[config.mk]
export PLATFORM = sky130hd
export DESIGN_NAME = time_keeper
export DESIGN_NICKNAME = d
export VERILOG_FILES = /design/src/rtl/time_keeper.sv
export SDC_FILE = /design/constraint.sdc
export NUM_CORES = 1
export LEC_CHECK = 0
export CAP_MARGIN = 20
export CORE_MARGIN = 5
export CORE_UTILIZATION = 31
export CTS_CLUSTER_SIZE = 14
export DETAILED_ROUTE_END_ITERATION = 6
export SETUP_SLACK_MARGIN = 0.02
export SLEW_MARGIN = 40
export SYNTH_ARGS = -nofsm -noshare
export SYNTH_HDL_FRONTEND = slang
export SYNTH_SLANG_ARGS = --single-unit
[constraint.sdc]
create_clock -name clk -period 4.35 [get_ports clk]
set_input_delay 0.87 -clock clk [delete_from_list [all_inputs] [get_ports clk]]
set_output_delay 0.87 -clock clk [all_outputs]
set_load 0.01 [all_outputs]
[src/rtl/time_keeper.sv]
// Time-of-day keeper: a prescaler derives one-second ticks from clk and advances a
// 24-hour BCD clock (hh:mm) plus a binary seconds counter. The time is loadable with range checking.
module time_keeper #(
  parameter int unsigned TICKS_PER_SEC = 50000000
) (
  input  logic       clk,
  input  logic       reset,
  input  logic       i_run,
  input  logic       i_load,
  input  logic [3:0] i_dig0,
  input  logic [3:0] i_dig1,
  input  logic [3:0] i_dig2,
  input  logic [3:0] i_dig3,
  output logic [3:0] o_dig0,
  output logic [3:0] o_dig1,
  output logic [3:0] o_dig2,
  output logic [3:0] o_dig3,
  output logic [5:0] o_sec,
  output logic       o_min_pulse,
  output logic       o_load_err
);

  localparam int unsigned PW = $clog2(TICKS_PER_SEC);
  localparam logic [PW-1:0] PRESC_MAX = PW'(TICKS_PER_SEC - 1);

  logic [PW-1:0] prescaler;
  logic          load_valid;
  logic          sec_tick;
  logic [3:0]    nxt_dig0, nxt_dig1, nxt_dig2, nxt_dig3;

  always_comb begin
    load_valid = (i_dig3 <= 4'd2) && (i_dig2 <= 4'd9) &&
                 !((i_dig3 == 4'd2) && (i_dig2 > 4'd3)) &&
                 (i_dig1 <= 4'd5) && (i_dig0 <= 4'd9);
    sec_tick   = i_run && (prescaler == PRESC_MAX);
  end

  // Time one minute ahead of the current digits, with carries through to the hour.
  always_comb begin
    nxt_dig0 = o_dig0;
    nxt_dig1 = o_dig1;
    nxt_dig2 = o_dig2;
    nxt_dig3 = o_dig3;
    if (o_dig0 == 4'd9) begin
      nxt_dig0 = 4'd0;
      if (o_dig1 == 4'd5) begin
        nxt_dig1 = 4'd0;
        if ((o_dig3 == 4'd2) && (o_dig2 == 4'd3)) begin
          nxt_dig3 = 4'd0;
          nxt_dig2 = 4'd0;
        end else if (o_dig2 == 4'd9) begin
          nxt_dig2 = 4'd0;
          nxt_dig3 = o_dig3 + 4'd1;
        end else begin
          nxt_dig2 = o_dig2 + 4'd1;
        end
      end else begin
        nxt_dig1 = o_dig1 + 4'd1;
      end
    end else begin
      nxt_dig0 = o_dig0 + 4'd1;
    end
  end

  always_ff @(posedge clk) begin
    if (reset) begin
      prescaler   <= '0;
      o_sec       <= 6'd0;
      o_dig0      <= 4'd0;
      o_dig1      <= 4'd0;
      o_dig2      <= 4'd0;
      o_dig3      <= 4'd0;
      o_min_pulse <= 1'b0;
      o_load_err  <= 1'b0;
    end else begin
      o_min_pulse <= 1'b0;
      o_load_err  <= 1'b0;
      // Any load, good or bad, blocks counting in that cycle.
      if (i_load) begin
        if (load_valid) begin
          o_dig0    <= i_dig0;
          o_dig1    <= i_dig1;
          o_dig2    <= i_dig2;
          o_dig3    <= i_dig3;
          o_sec     <= 6'd0;
          prescaler <= '0;
        end else begin
          o_load_err <= 1'b1;
        end
      end else if (i_run) begin
        if (sec_tick) begin
          prescaler <= '0;
          if (o_sec == 6'd59) begin
            o_sec       <= 6'd0;
            o_min_pulse <= 1'b1;
            o_dig0      <= nxt_dig0;
            o_dig1      <= nxt_dig1;
            o_dig2      <= nxt_dig2;
            o_dig3      <= nxt_dig3;
          end else begin
            o_sec <= o_sec + 6'd1;
          end
        end else begin
          prescaler <= prescaler + 1'b1;
        end
      end
    end
  end

endmodule

==> results.py, run 1 <==
metrics = {
    "hold_path": {
        "whs_path_depth": 2,
        "holdPathEnd": "prescaler[14]$_SDFFE_PP0P_",
        "min-delay-start": "prescaler[14]$_SDFFE_PP0P_",
        "hold_class": "reg -> reg",
    },
    "synthesis": {
        "synth_top_cell_area_share_pct": 33.06,
        "synth-edff-count": 0,
        "synth_top_family_by_area": "simple AND/OR/NAND/NOR gates",
        "yosys_warnings": 0,
        "synth_seq_cells": 50,
        "synthTopCellsByCount": "50 x dfxtp_1, 35 x a21oi_1, 32 x nand2_1, 27 x o21ai_0, 23 x nand3_1",
        "ys_async_sr_fraction_pct": 0,
        "synth_flop_cell": "dfxtp_1",
        "avgSynthCellArea_um2": 7.926,
        "synth_xor_area_share_pct": 0.2893,
        "syn-instance-count": 382,
        "synthesis.nets": 408,
        "synth_top_cell_by_area": "dfxtp_1",
        "synth_area_um2": 3028,
        "synthSimpleGateAreaFrac_pct": 34.34,
        "yosysMostFrequentCell": "dfxtp_1",
        "ys_types": 62,
        "muxShareOfSynthArea_pct": 0.3306,
        "synth_compound_area_share_pct": 24.63,
        "ys_seq_area_share_pct": 33.06,
        "synth-adder-area-share_pct": 2.479,
        "yosys-top-cells-area": "dfxtp_1 33%, a21oi_1 5.8%, o21ai_0 4.5%",
    },
    "timing": {
        "finalCriticalPeriod_ns": 3.111,
        "setup_violations": 0,
        "hold_viol": 0,
        "period_share_pct": 71.52,
        "fmax_mhz": 321.4,
        "slew_viol_final": 0,
        "final.setup.tns_ns": 0,
        "slew_headroom_pct": 48.34,
        "rsz0062_at_grt": "false",
        "clock_skew_ns": 0.01287,
        "worst_pin_slew_ns": 0.7721,
    },
    "grt": {
        "grt_pass1_vias": 2760,
        "antenna_found_initial": 0,
        "grt_usage_pct": 14.23,
        "grt_first_pass_wirelength_mm": 13.73,
        "grt_max_degree": 52,
        "grt_overflow": 0,
    },
    "placement": {
        "portBuffers": 43,
        "placedCellCount": 543,
        "globalplace.congestion": 0.8369,
        "hpwl_mm": 6.038,
    },
    "worst_setup_path": {
        "worst_r2r_endpoint": "o_dig3[1]$_SDFFE_PP0P_",
        "crit_path_end_kind": "flop",
        "cp_slowest_cell": "clkdlybuf4s50_1",
        "slowest_delay_ns": 0.57,
        "r2r_start": "prescaler[0]$_SDFFE_PP0P_",
        "worstPathArrival_ns": 3.31,
        "rrSetupSlack_ns": 1.88,
        "worstPathMaxFanout": 8,
        "cp-start-kind": "primary input",
        "rr_worst_depth": 6,
        "critPathLaunch": "i_run",
        "crit_type": "in -> reg",
        "worstPathCellList": "clkdlybuf4s50_1 -> or4b_4 -> nor4_4 -> nand4_2 -> and2_4 -> o311a_1",
        "crit_required_ns": 4.55,
    },
    "clock_network": {
        "clock_sinks": 50,
        "cts.hold.buffers_added": 0,
        "post_cts_resized": 0,
        "clk_path_buf_depth": 2,
        "cts_setup_buffers": 0,
        "path_clk_slew_ns": 0.10,
        "numCtsBuffers": 5,
        "htree_levels": 2,
        "root_buffer": "clkbuf_8",
        "insertion_delay_ns": 0.31,
        "cts_tree": "built",
    },
    "layout": {
        "layout.nets": 443,
        "diodes": 0,
        "regArea_um2": 1001,
        "fillers": 990,
        "drive_above_1_share_pct": 7.416,
        "multiInputGateArea_um2": 1888,
        "syn2layout_area_growth_pct": 22.23,
        "post_layout_nonfiller_instances": 551,
    },
    "drt": {
        "num_vias": 3047,
        "wl_met3_um": 471,
        "totalWireLength_mm": 8.393,
        "ant_nets": 0,
        "viasPerCell": 5.530,
        "topRoutingLayerUsed": "met4",
        "route.detailed.drc": 0,
        "drt_iter0_markers": 251,
        "wl_met2_mm": 3.734,
        "drt_first_pass_iters": 4,
        "met1_length_mm": 4.113,
        "wl_per_cell_um": 15.23,
    },
    "power_and_ir_drop": {
        "leakage_nw": 1.106,
        "pwr-share-clk_pct": 37.3,
        "p_seq_share_pct": 53.6,
        "peakVddDrop_v": 0.0001107,
        "p_int_w": 0.0006541,
        "p_sw_share_pct": 24.47,
        "p_per_area_nw_per_um2": 234.0,
        "power_switching_w": 0.0002119,
        "p_comb_share_pct": 9.1,
    },
    "die": {
        "dieWidth_um": 108.8,
        "dieArea_um2": 11840,
        "die_h_um": 108.8,
        "core-area_um2": 9639,
        "io_pins": 44,
        "start_util_pct": 31.41,
        "core.rowCount": 36,
    },
    "flow_run": {
        "max_cap_violations": 0,
    },
    "outcome": {
        "status": "completed",
    },
}
-- registers in the layout, indices dropped and copies added (netlist names) --
signal,flops
o_dig1,4
o_dig2,4
o_sec,6
o_load_err,1
prescaler,26
o_dig3,4
o_min_pulse,1
o_dig0,4
-- worst max-delay path, delay by kind of cell --
family	cells	cell delay [ns]
compound gates	1	0.33
simple gates	4	1.54
buf+inv	1	0.57
-- stage by stage --
stage / util, % / cell area, um2 / power, W / worst slack (ns) / hold WS (ns)
finish: 38.40 / 3701 / 0.0008660 / 1.239 / 0.5035
global route: 38.40 / 3701 / 0.0008978 / 1.138 / 0.5285
CTS: 38.40 / 3701 / 0.0008729 / 1.260 / 0.5024
detailed placement: 37.25 / 3591 / 0.0005530 / 0.9297 / 0.4867
global placement: 37.25 / 3591 / 0.0005525 / 0.9549 / 0.4713
floorplan: - / 3028 / 0.0005151 / 1.789 / 0.4610
-- kinds of logic after synthesis --
| kind of cell | Yosys count |
|---|---|
| mux | 1 |
| buf+inv | 38 |
| xor+xnor | 1 |
| simple gates | 170 |
| fa+ha+maj | 6 |
| compound gates | 116 |
| flops | 50 |
-- cells in the final DEF (no fill, tap or decap), types with 4 or more instances in the layout --
cell type	synthesis	final
clkdlybuf4s50_1	0	43
ha_1	6	6
a21oi_1	35	35
dfxtp_1	50	50
nand4_1	17	17
buf_4	0	5
nor2_1	14	14
o31ai_1	14	14
or3_1	21	21
nand3_1	23	23
nand2_1	32	32
o211ai_1	7	7
a221o_1	4	4
or4_1	17	17
inv_1	17	17
clkbuf_8	0	8
nor3_1	4	4
nor2b_1	5	5
a211oi_1	4	4
o21ai_0	27	27
-- cell type report --
cell class / instances / area share, %
Multi-Input combinational cell: 294 / 51.01
Sequential cell: 50 / 27.05
Timing Repair Buffer: 48 / 12.64
Tap cell: 133 / 4.496
Clock buffer: 8 / 2.975
Inverter: 18 / 1.826
-- power groups by stage --
stage | combinational (W) | clock (W) | sequential [W]
2_1_floorplan | 0.0000402 | 0 | 0.000475
3_3_place_gp | 0.0000775 | 0 | 0.000475
3_5_place_dp | 0.0000780 | 0 | 0.000475
4_1_cts | 0.0000782 | 0.000330 | 0.000464
5_1_grt | 0.0000854 | 0.000347 | 0.000465
6_report | 0.0000784 | 0.000323 | 0.000464
-- worst max-delay path by stage --
stage               depth (start not counted)                      to  slack [ns]
floorplan                                   5  o_dig3[0]$_SDFFE_PP0P_        1.79
global placement                            6  o_dig3[0]$_SDFFE_PP0P_        0.95
detailed placement                          6  o_dig3[1]$_SDFFE_PP0P_        0.93
CTS                                         6  o_dig3[1]$_SDFFE_PP0P_        1.26
global route                                6  o_dig3[1]$_SDFFE_PP0P_        1.14
finish                                      6  o_dig3[1]$_SDFFE_PP0P_        1.24
-- layer usage --
layer	GRT usage [%]	vias up
met5	0	-
met4	4.148	0
met3	2.960	5
met2	21.05	73
met1	20.74	1416
li1	-	1553
No activity file was read; power rests on OpenSTA's default activity.
==> inputs of run 2 (changes only) <==
clock period = 2.6 ns   (was 4.35 ns; I/O delays follow)
==> results.py, run 2 (synthesis gave the netlist of run 1 again) <==
metrics = {
    "outcome": {
        "status": "completed",
    },
    "worst_setup_path": {
        "cp_slowest_cell": "or4_1",
        "crit_family": "simple AND/OR/NAND/NOR gates",
        "worstPathCellList": "clkdlybuf4s50_1 -> a2111oi_0 -> and3_1 -> a22oi_2 -> buf_12 -> or4_1 -> a21oi_1",
        "crit_path_end_kind": "flop",
        "cp-start-kind": "primary input",
        "path_buf_inv": 2,
        "crit_required_ns": 2.84,
        "worstPathArrival_ns": 2.70,
        "slowest_delay_ns": 0.51,
        "crit_type": "in -> reg",
        "worstPathMaxFanout": 48,
    },
    "layout": {
        "syn2layout_area_growth_pct": 29.63,
        "reg.largest.list": "prescaler: 26 flops, o_sec: 6 flops",
        "final_cell_area_um2": 3925,
        "layout.nets": 472,
        "final_cell_mix": "50 x dfxtp_1, 43 x clkdlybuf4s50_1, 35 x a21oi_1, 32 x nand2_1, 32 x buf_4",
        "largest_register_ffs": 26,
        "regMostFlops": "prescaler",
        "finish.utilization_pct": 40.72,
        "drive_above_1_share_pct": 13.20,
        "diodes": 0,
        "final_common_cell": "dfxtp_1",
    },
    "clock_network": {
        "cts_setup_buffers": 0,
        "htree_levels": 2,
        "clk_path_buf_depth": 2,
        "post_cts_resized": 0,
        "cts_tree": "built",
        "clock_sinks": 50,
        "path_clk_slew_ns": 0.09,
        "root_buffer": "clkbuf_8",
        "cts.hold.buffers_added": 0,
        "insertion_delay_ns": 0.31,
        "numCtsBuffers": 5,
    },
    "timing": {
        "period_share_pct": 94.49,
        "worst_pin_slew_ns": 0.5939,
        "fmax_mhz": 407.0,
        "slew_viol_final": 0,
        "slew_headroom_pct": 59.99,
        "rsz0062_at_grt": "false",
        "hold_viol": 0,
        "finalCriticalPeriod_ns": 2.457,
        "clock_skew_ns": 0.008432,
        "setup_violations": 0,
    },
    "drt": {
        "drt_iter0_markers": 203,
        "wl_met2_mm": 4.025,
        "route.detailed.drc": 0,
        "num_vias": 3195,
        "topRoutingLayerUsed": "met4",
        "wl_met3_um": 370,
        "totalWireLength_mm": 8.803,
        "viasPerCell": 5.509,
        "wl_per_cell_um": 15.18,
        "drt_first_pass_iters": 4,
        "met1_length_mm": 4.286,
        "ant_nets": 0,
    },
    "grt": {
        "grt_first_pass_wirelength_mm": 14.37,
        "grt_overflow": 0,
        "grt_usage_pct": 14.99,
        "antenna_found_initial": 0,
        "grt_max_degree": 49,
        "grt_pass1_vias": 2965,
    },
    "die": {
        "dieArea_um2": 11840,
        "die_h_um": 108.8,
        "start_util_pct": 31.41,
        "core-area_um2": 9639,
        "core.rowCount": 36,
        "io_pins": 44,
        "dieWidth_um": 108.8,
    },
    "power_and_ir_drop": {
        "p_total_w": 0.001413,
        "p_per_area_nw_per_um2": 360.0,
        "leakage_nw": 1.246,
        "peakVddDrop_v": 0.0001674,
    },
    "hold_path": {
        "hold_class": "reg -> reg",
    },
    "placement": {
        "hpwl_mm": 6.503,
        "globalplace.congestion": 0.8562,
        "portBuffers": 43,
        "dpl_cell_area_um2": 3834,
    },
    "flow_run": {
        "max_cap_violations": 0,
    },
}
[run 2: layout make-up]
| type | instances | area, um2 |
|---|---|---|
| inverter | 18 | 67.56 |
| timing repair buffer | 77 | 710.7 |
| clock buffer | 7 | 86.33 |
| sequential | 50 | 1001 |
| multi-input combinational | 294 | 1888 |
| tap | 133 | 166.4 |
| clock inverter | 1 | 5.005 |
| fill | 1013 | 5714 |
[run 2: layer usage]
metal,GRT usage (%),up-vias
met5,0,-
met2,23.87,70
met4,4.599,0
li1,-,1602
met1,20.67,1513
met3,2.605,10
[run 2: where the power goes]
group | switching [W] | internal, W
Combinational | 0.0000821 | 0.0000731
Sequential | 0.00000687 | 0.000770
Clock | 0.000265 | 0.000215
[run 2: path summary, 6_finish.rpt]
check	start	end	slack [ns]	depth (start not counted)
worst min register to register	o_dig0[3]$_SDFFE_PP0P_	o_dig0[3]$_SDFFE_PP0P_	0.50	2
worst max register to register	prescaler[8]$_SDFFE_PP0P_	o_sec[0]$_SDFFE_PP0P_	0.37	6
worst max-delay path	i_dig1[1]	prescaler[8]$_SDFFE_PP0P_	0.14	7
worst min-delay path	o_dig0[3]$_SDFFE_PP0P_	o_dig0[3]$_SDFFE_PP0P_	0.50	2
[run 2: worst min-delay path, stage by stage (launching register included)]
cell and delay [ns]:
dfxtp_1 0.35, nand2_1 0.07, o21ai_1 0.05
[run 2: per-stage QoR]
stage               hold slack (ns)  TNS [ns]  cells  worst slack [ns]
floorplan                    0.4610         0    382            0.3889
global placement             0.4783    -2.775    572           -0.1479
detailed placement           0.4901    -3.738    572           -0.1763
CTS                          0.5044         0    580            0.1619
global route                 0.5342         0    580           0.05372
finish                       0.5044         0    580            0.1432
